**src/rtl/divider_iterative.sv**
```systemverilog
// Iterative restoring divider for DIV/DIVU/REM/REMU: one quotient bit per cycle, XLEN steps.
// Optional macro DIV_FAST_PATH_EN: divisor-zero and signed-overflow results skip the iteration.
module divider_iterative #(
    parameter int XLEN = 32
) (
    input  logic            clk,
    input  logic            rst,
    input  logic            startE,
    input  logic [1:0]      div_opcode,
    input  logic [XLEN-1:0] operand1,
    input  logic [XLEN-1:0] operand2,
    output logic [XLEN-1:0] result_divide,
    output logic            ready,
    output logic            busy
);
    localparam int CW = $clog2(XLEN) + 1;

    localparam logic [1:0] S_IDLE = 2'd0;
    localparam logic [1:0] S_CALC = 2'd1;
    localparam logic [1:0] S_DONE = 2'd2;

    // Handshake: startE is sampled only in IDLE; ready is a one-cycle pulse
    // in DONE that qualifies result_divide, and busy covers CALC and DONE.

    logic [1:0]      state;
    logic [CW-1:0]   counter;
    logic [1:0]      op_q;
    logic [XLEN-1:0] quo_q;
    logic [XLEN-1:0] rem_q;
    logic [XLEN-1:0] dvs_q;
    logic [XLEN-1:0] op1_q;
    logic            negq_q;
    logic            negr_q;
    logic            dz_q;
    logic            ov_q;

    // Decode of the live inputs, only meaningful on the start edge.
    logic            s1_in;
    logic            s2_in;
    logic [XLEN-1:0] mag1_in;
    logic [XLEN-1:0] mag2_in;
    logic            dz_in;
    logic            ov_in;

    always_comb begin
        s1_in   = ~div_opcode[0] & operand1[XLEN-1];
        s2_in   = ~div_opcode[0] & operand2[XLEN-1];
        mag1_in = s1_in ? -operand1 : operand1;
        mag2_in = s2_in ? -operand2 : operand2;
        dz_in   = (operand2 == '0);
        ov_in   = ~div_opcode[0] & (operand1 == {1'b1, {(XLEN-1){1'b0}}}) & (operand2 == '1);
    end

    // One restoring step: shift the next dividend bit into the partial remainder,
    // subtract the divisor, and keep the difference only when it did not borrow.
    logic [XLEN:0]   rem_shift;
    logic [XLEN+1:0] diff;
    logic [XLEN-1:0] rem_next;
    logic [XLEN-1:0] quo_next;

    always_comb begin
        rem_shift = {rem_q, quo_q[XLEN-1]};
        diff      = {1'b0, rem_shift} - {2'b00, dvs_q};
        rem_next  = diff[XLEN+1] ? rem_shift[XLEN-1:0] : diff[XLEN-1:0];
        quo_next  = {quo_q[XLEN-2:0], ~diff[XLEN+1]};
    end

    // Sign fix-up, then the special cases override whatever the datapath produced.
    function automatic logic [XLEN-1:0] finalize(
        input logic [1:0]      op,
        input logic [XLEN-1:0] q,
        input logic [XLEN-1:0] r,
        input logic            nq,
        input logic            nr,
        input logic            dz,
        input logic            ov,
        input logic [XLEN-1:0] a
    );
        logic [XLEN-1:0] res;
        if (op[1]) res = nr ? -r : r;
        else       res = nq ? -q : q;
        if (dz)      res = op[1] ? a : '1;
        else if (ov) res = op[1] ? '0 : {1'b1, {(XLEN-1){1'b0}}};
        return res;
    endfunction

    always_ff @(posedge clk) begin
        if (rst) begin
            state         <= S_IDLE;
            counter       <= '0;
            result_divide <= '0;
            op_q          <= '0;
            quo_q         <= '0;
            rem_q         <= '0;
            dvs_q         <= '0;
            op1_q         <= '0;
            negq_q        <= 1'b0;
            negr_q        <= 1'b0;
            dz_q          <= 1'b0;
            ov_q          <= 1'b0;
        end else begin
            case (state)
                S_IDLE: begin
                    if (startE) begin
                        op_q    <= div_opcode;
                        quo_q   <= mag1_in;
                        rem_q   <= '0;
                        dvs_q   <= mag2_in;
                        op1_q   <= operand1;
                        negq_q  <= s1_in ^ s2_in;
                        negr_q  <= s1_in;
                        dz_q    <= dz_in;
                        ov_q    <= ov_in;
                        counter <= CW'(XLEN);
`ifdef DIV_FAST_PATH_EN
                        if (dz_in || ov_in) begin
                            state         <= S_DONE;
                            counter       <= '0;
                            result_divide <= finalize(div_opcode, '0, '0, 1'b0, 1'b0,
                                                      dz_in, ov_in, operand1);
                        end else begin
                            state <= S_CALC;
                        end
`else
                        state <= S_CALC;
`endif
                    end
                end
                S_CALC: begin
                    counter <= counter - 1'b1;
                    rem_q   <= rem_next;
                    quo_q   <= quo_next;
                    if (counter == CW'(1)) begin
                        state         <= S_DONE;
                        result_divide <= finalize(op_q, quo_next, rem_next, negq_q, negr_q,
                                                  dz_q, ov_q, op1_q);
                    end
                end
                S_DONE:  state <= S_IDLE;
                default: state <= S_IDLE;
            endcase
        end
    end

    assign ready = (state == S_DONE);
    assign busy  = (state != S_IDLE);

endmodule
```
**config.mk**
```make
export PLATFORM = sky130hd
export DESIGN_NAME = divider_iterative
export DESIGN_NICKNAME = d
export VERILOG_FILES = /design/src/rtl/divider_iterative.sv
export SDC_FILE = /design/constraint.sdc
export NUM_CORES = 1
export LEC_CHECK = 0
export BUFFER_PORTS_ARGS = -buffer_cell sky130_fd_sc_hd__buf_2
export CORE_UTILIZATION = 40
export DETAILED_ROUTE_END_ITERATION = 6
export PLACE_DENSITY = 0.62
export REMOVE_ABC_BUFFERS = 1
export SETUP_SLACK_MARGIN = 0.2
export SLEW_MARGIN = 20
export SYNTH_ARGS = -nofsm -noshare
export SYNTH_HDL_FRONTEND = slang
export SYNTH_SLANG_ARGS = --single-unit
```
**constraint.sdc**
```tcl
create_clock -name clk -period 12.75 [get_ports clk]
set_input_delay 1.275 -clock clk [delete_from_list [all_inputs] [get_ports clk]]
set_output_delay 1.275 -clock clk [all_outputs]
set_load 0.05 [all_outputs]
```
==> results, run 1 <==
- The finished cells cover between 10000 and 15000 µm².
- The core outline area is 30600 µm².
- In this run the worst path has a maximum fanout of 10.
- The final hold violation count is 0.
- The worst clock skew is about 17 ps.
- The starting density of the core is 40.6%.
- The worst slew margin relative to its limit is a little under a third.
- After detailed routing, the met2 layer carries approximately 19000 µm of wire.
- In this run, synthesis inferred 0 flip-flops with an integrated enable.
- The synthesized netlist occupies a cell area of between 10000 and 15000 µm².
- The count of hold-fix buffers inserted at cts is 0.
- The number of unique standard cell types used by synthesis is 90.
- Clock tree synthesis found a total of 173 sinks.
- The flow ran to the end, and the final reports show no timing, DRC or antenna violations.
- The fraction of synthesized cell area taken by the top area cell type is roughly 28%.
- For this run, the top clock speed supported by timing is roughly 190 MHz.
- The slack of the worst reg-to-reg path is about 7500 ps.
- The first global-routing pass estimated approximately 65000 µm of wire.
- The longest clock path from root to sink contains 2 buffers.
- The number of setup buffers added after CTS is 0.
- The top flip-flop cell by instance count after synthesis is dfxtp_1.
- The largest net degree at the start of global routing is 83.
- STA puts the critical path data arrival time at roughly 5600 ps.
- The number of filler instances in the final layout is between 3000 and 4000.
- The HPWL after detailed placement is just under 30000 µm.
- The final weighted congestion in routability-driven placement is around 0.97.
- The total track usage is a little over a quarter.
- Clock-pin slew was measured on the worst setup and hold paths at ~80 ps.
- Sequential cells were found to cover 27.9% of the synthesized design area.
- Setup repair after global routing left no endpoint under its margin.
- After synthesis, the cell types taking the most area are dfxtp_1 28%, a21oi_1 6.8%, nand2_1 6.6%.
- The fraction of layout cells with a size suffix above 1 is approximately 11%.
- 0 antenna diodes ended up in the layout.
- After the last flow step, the layout net total stands at approximately 1800.
- The initialized floorplan defines 64 standard-cell rows.
- STA puts the critical path data required time at 13110 ps.
- In this run the top signal layer used is met4.
- The portion of total power attributed to combinational logic is between 40 and 50%.
- The net switching power is about 0.87 mW.
- The fraction of synthesis flops using an asynchronous set or reset pin is 0%.
- The residual DRC count is 0.
- The post-cts resize count is 0.
- The root buffer cell is clkbuf_16.
- The core occupancy in the finished layout is roughly 45%.
- The worst path uses about two fifths of the clock period.
- The overall power is roughly 2.0 mW.
- STA classifies the critical path endpoint as a register.
- The H-tree depth reported by CTS is 4.
- The sum of routed wire length over all layers is slightly above 40000 µm.
- The total clock buffers created by CTS is 17.
- The detailed-routed wire length on met3 is around 2200 µm.
- The dominant cell type by area after synthesis is dfxtp_1.
- After routing, the total negative slack on setup checks comes to 0 ps.
- The relative contribution of sequential cells to total power is slightly above 30%.
- The peak supply drop is between 0.1 and 0.15 mV.
- The TritonCTS clock tree is done.
- Pin placement for this block handled between 100 and 150 I/O pins.
- The transition time at the pin with the least slew margin is around 1000 ps.
- The pre-antenna-repair detailed-routing pass consisted of 6 iterations.
- The routed layout has ~13000 vias.
- The final max-slew violation count came to 0.
- The count of yosys warnings during synthesis is 0.
- The via count of the first global-routing pass is about 12000.
- Compared with the post-synthesis result, the final layout area differs by 10.7%.
- Dividing the detail-routed via count by the number of cells gives 5.97.
- Per report_power, the clock group accounts for between 20% and 30% of the total.
- In this run the remaining antenna-violating nets after routing total 0.
- The internal power of the cells totals approximately 1.2 mW.
- Of the total power, the share spent switching nets is 42.7%.
- Each instance of the synthesized netlist takes up on average ~7.3 µm².
- The count of buffers inserted at the top-level ports is 102.
- For this design the static power due to leakage is ~5.2 nW.
- For this run the aggregate overflow at the end of global routing stands at 0.
- For this run, the slowest stage of the critical path takes roughly 630 ps.
- The detailed router finished its first iteration with about 1100 violations.
- Leaving out fill and tap cells, the most frequent cells in the layout are 216 x nand2_1, 173 x dfxtp_1, 172 x nor2_1.
- Dividing the detail-routed wire length by the instance count gives 19.3 µm.
- STA classifies the critical path startpoint as a register.
- After technology mapping, the gate count stands at around 1700.
- The die covers approximately 32000 µm².
- The worst setup path is of the register to register kind.
- The insertion delay of the later-clocked pin in the worst-skew pair is between 400 and 500 ps.
- The min-delay analysis places its worst path in the category register to register.
- The number of antenna violations at the first check in global routing came to 0.
- After synthesis the netlist holds a flip-flop and latch count of 173.
- The time the worst path needs with I/O delays and setup is ~5200 ps.
- The post-route met1 wirelength is between 15000 and 20000 µm.
- The final setup violation count is 0.
- Measured along the y axis, the die boundary spans 178 µm.
- The standard cell with the maximum stage delay on the critical path is or3_1.
- The area of placed instances is 13200 µm².
- The signal on the critical path passes through ha_1 > a21oi_1 > a21boi_2 > o21ai_1 > o31ai_4 > nand2_2 > o21ai_0 > ha_1 > nand2b_1 > nor3_1 > nor4b_1 > a41oi_2 > or3_1 > nor3_2 > nand3_1 > or3_1 > a311oi_1.
- The floorplan step set the die width to between 150 and 200 µm.
- The total power divided by cell area is between 100 and 150 nW/µm².
- The number of violations of the max-capacitance limit is 0.
- Leaving out fill and tap cells, the most frequent cell in the layout is nand2_1.
[metrics by stage]
stage,hold WS [ps],instances,setup WS (ps)
floorplan,425,1593,7610
global placement,439,2110,7820
detailed placement,443,2110,7610
CTS,454,2142,7580
global route,468,2142,7070
finish,453,2142,7520
[worst max-delay path, delay by kind of cell (launching register included)]
| kind | cells | cell delay, ps |
|---|---|---|
| AND/OR/NAND/NOR | 8 | 2180 |
| adder cells (fa/ha/maj) | 2 | 680 |
| AO/OA/AOI/OAI | 7 | 1940 |
| flip-flops | 1 | 350 |
[power by group through the flow]
stage / logic (mW) / clock network, mW / registers [mW]
6_report: 0.876 / 0.539 / 0.612
5_1_grt: 0.961 / 0.568 / 0.616
4_1_cts: 0.867 / 0.547 / 0.611
3_5_place_dp: 0.863 / 0 / 0.624
3_3_place_gp: 0.858 / 0 / 0.623
2_1_floorplan: 0.621 / 0 / 0.623
[state kept, by name, indices dropped and copies added, names as in the netlist, 2 cells and up]
| register | count |
|---|---|
| op1_q | 32 |
| result_divide | 32 |
| dvs_q | 32 |
| quo_q | 32 |
| state | 2 |
| counter | 6 |
| rem_q | 32 |
[routing by layer]
layer	vias up	track usage (%)
li1	6277	-
met1	6061	36.0
met2	389	42.1
met3	53	3.62
met4	0	7.80
met5	-	0
[path summary, 6_finish.rpt]
path                            cells after the start      start                 to
worst min register to register                      2  dvs_q[31]          dvs_q[31]
worst max-delay path                               17  rem_q[11]  result_divide[26]
worst max register to register                     17  rem_q[11]  result_divide[26]
worst min-delay path                                2  dvs_q[31]          dvs_q[31]
[Yosys cell counts, types with 15 or more instances]
cell,instances
a31oi_1,41
nand3_1,46
clkbuf_1,88
xnor2_1,60
nor2_1,174
a22oi_1,30
xor2_1,58
nand4_1,16
or3_1,26
a211oi_1,39
o21ai_1,25
dfxtp_1,173
o31ai_1,23
ha_1,39
nor4_1,20
nand2_1,217
inv_1,58
o21ai_0,75
or4_1,15
a21oi_1,170
nor3_1,52
[kinds of logic (layout without fill, tap and decap cells)]
logic type      after synthesis  count (layout)  synth area share [%]
simple gates                634             634                  23.8
compound gates              550             550                  29.0
flops                       173             173                  27.9
buf+inv                     170             213                  5.40
xor+xnor                    118             118                  8.31
fa+ha+maj                    40              40                  4.09
mux                          18              18                  1.49
[cell type report]
class / instances / area [µm²] / area share (%)
Inverter: 60 / 225 / 1.64
Clock inverter: 13 / 145 / 1.05
Timing Repair Buffer: 121 / 656 / 4.76
Sequential cell: 173 / 3460 / 25.2
Clock buffer: 19 / 453 / 3.29
Tap cell: 396 / 495 / 3.60
Multi-Input combinational cell: 1360 / 8320 / 60.5
(Power assumes the default switching activity.)
==> run 2, diff against run 1 <==
==> constraint.sdc (replaced) <==
create_clock -name clk -period 5 [get_ports clk]
set_input_delay 0.5 -clock clk [delete_from_list [all_inputs] [get_ports clk]]
set_output_delay 0.5 -clock clk [all_outputs]
set_load 0.05 [all_outputs]
==> run 2 against run 1 <==
Net effect:
- first-iteration DRC count up 12%
- wire length up 2.1%
- via count up 1.8%
- combinational power rose to 2.7 times the previous value
- critical path type unchanged
- largest power group unchanged
==> results, run 2 (synthesis results as in run 1) <==
- The flow ran to the end, and the final reports show no timing, DRC or antenna violations.
- The total clock buffers created by CTS is 17.
- The final antenna diode count is 0.
- The time the worst path needs with I/O delays and setup is around 4500 ps.
- The clock edge transition at the registers on the reported setup and hold paths is approximately 80 ps.
- The arrival time of data at the critical path endpoint is approximately 4800 ps.
- For this design the static power due to leakage is approximately 5.3 nW.
- Routed signal wires occupy layers up through met4.
- The starting density of the core is roughly two fifths.
- The number of cell rows is 64.
- The TritonCTS clock tree is done.
- The global-route wire length before repair is 65400 µm.
- The via count of the first global-routing pass came to 11700.
- The fraction of layout cells with a size suffix above 1 is between 10% and 20%.
- The floorplan die area is between 30000 and 40000 µm².
- The final weighted congestion in routability-driven placement is around 0.94.
- The routed design uses 2170 µm of met3 wire.
- After detailed routing, the number of vias per cell comes to 6.01.
- The design draws 5.34 mW.
- The worst setup path is of the register to register kind.
- The min-delay analysis places its worst path in the category input pin to register.
- The required time at the endpoint of the critical path is around 5400 ps.
- The core outline area is a little over 30000 µm².
- Summed over all layers, the routed wires come to roughly 42000 µm.
- The count of buffers inserted at the top-level ports is ~100.
- Leaving out fill and tap cells, the most frequent cell in the layout is nand2_1.
- The period utilization is approximately 89%.
- For the pin with the worst max-slew slack, the measured transition is 1060 ps.
- Summed over all nets, the half-perimeter wirelength after detailed placement is 30800 µm.
- The upper clock frequency limit is roughly 220 MHz.
- The insertion delay of the later-clocked pin in the worst-skew pair is ~450 ps.
- The die width is between 150 and 200 µm.
- The final max-slew violation count is 0.
- The number of antenna violations at the first check in global routing came to 0.
- The peak supply drop is 0.299 mV.
- The kind of start point of the critical path is a register.
- Relative to the synthesized area, the layout overhead comes to 12.3%.
- Setup repair after global routing left no endpoint under its margin.
- The number of detailed-route iterations in the first pass is 5.
- The root buffer cell is clkbuf_16.
- Adding up every negative setup slack in the final design gives 0 ps.
- The critical-path maximum fanout is 8.
- The number of filler instances in the final layout is between 3000 and 4000.
- The largest net degree at the start of global routing is 77.
- Once layout is complete, the utilization of the core stands at between 40% and 50%.
- After layout, the worst setup slack is roughly 530 ps.
- The tree built by TritonCTS fans out to 173 sinks.
- Max-cap violations in this run came to 0.
- Before CTS, the worst setup slack after placement is 234 ps.
- The number of I/O pins is roughly 100.
- The net count reported at finish is around 1900.
- The H-tree depth reported by CTS is 4.
- In the final routed layout, each cell accounts on average for between 15 and 20 µm.
- The amount of wire on met2 after detailed routing is between 15000 and 20000 µm.
- The detailed router put a total of 19800 µm of wire on met1.
- The final hold violation count came to 0.
- The routed layout has about 13000 vias.
- The count of routing violations after the opening detailed-route iteration is between 1000 and 1500.
- Across the routed clock network, the largest skew measured is 21.3 ps.
- The global-route congestion overflow total is 0.
- Setup violations remaining at the end of the flow were counted as 0.
- The vertical die dimension is between 150 and 200 µm.
- The total track usage is between 20% and 30%.
- The placed cell count is ~2100.
- Leaving out fill and tap cells, the most frequent cells in the layout are 216 x nand2_1, 173 x dfxtp_1, 172 x nor2_1.
- The total power divided by cell area is 382 nW/µm².
- STA classifies the critical path endpoint as a register.
- The maximum number of buffers from clock root to sink is 2.
- The count of hold-fix buffers inserted at cts is 0.
- Once detail routing completed, the nets flagged for antenna violations numbered 0.
- In the routed design, unresolved DRC markers number 0.
- The count of non-filler cells in the finished layout is about 2200.
- The worst pin sits at a relative slew slack of 29.2%.
[run 2: changes by cell type in the layout (fill, tap and decap cells not counted), moves of 2 or more]
| cell | previous run | this run |
|---|---|---|
| buf_4 | 20 | 41 |
| bufinv_16 | 0 | 2 |
| clkinvlp_4 | 1 | 3 |
| clkbuf_1 | 0 | 2 |
| clkinv_4 | 2 | 0 |
| clkbuf_8 | 2 | 0 |
[run 2: worst paths after layout]
| path | from | end | slack [ps] | depth (start not counted) |
|---|---|---|---|---|
| worst max-delay path | rem_q[3] | result_divide[30] | 530 | 17 |
| worst min register to register | op1_q[28] | op1_q[28] | 450 | 2 |
| worst max register to register | rem_q[3] | result_divide[30] | 530 | 17 |
| worst min-delay path | div_opcode[1] | op_q[1] | 290 | 3 |
[run 2: what timing repair did]
item                       CTS  global route
buffers inserted             0             1
gates resized for setup      0             7
hold endpoints to repair     0             0
setup endpoints to repair    0             8
[run 2: report_power, final]
part	internal [mW]	total, mW	switching, mW	leakage, nW
registers	1.47	1.56	0.0875	1.41
logic	0.862	2.34	1.48	3.64
clock network	0.763	1.43	0.671	0.288
[run 2: critical path, stage by stage, from the launching register on]
cell	delay, ps
dfxtp_1	360
ha_1	400
o211a_1	180
a21bo_2	270
a2111oi_4	480
o31ai_4	90
nand2_2	170
mux2i_2	260
ha_1	200
nand2b_1	90
nor3_2	180
nor4b_2	260
a41oi_2	80
or3_4	450
nor4_4	290
a211oi_1	110
a311o_1	350
a31oi_1	150
[run 2: layout make-up]
cell class	instances	area (µm²)	area share [%]
tap	396	495	3.55
multi-input combinational	1360	8350	59.8
timing repair buffer	142	813	5.83
inverter	60	225	1.61
sequential	173	3460	24.8
clock buffer	19	433	3.10
clock inverter	13	178	1.27
[run 2: metrics by stage]
stage / cell area [µm²] / hold slack, ps
finish: 14000 / 294
global route: 14000 / 311
floorplan: 12000 / 425
CTS: 13900 / 281
detailed placement: 13300 / 443
global placement: 13300 / 439
[run 2: routing by layer]
metal / up-vias / GRT usage [%]
li1: 6318 / -
met1: 6251 / 36.9
met2: 384 / 42.6
met3: 56 / 3.07
met4: 0 / 7.80
met5: - / 0
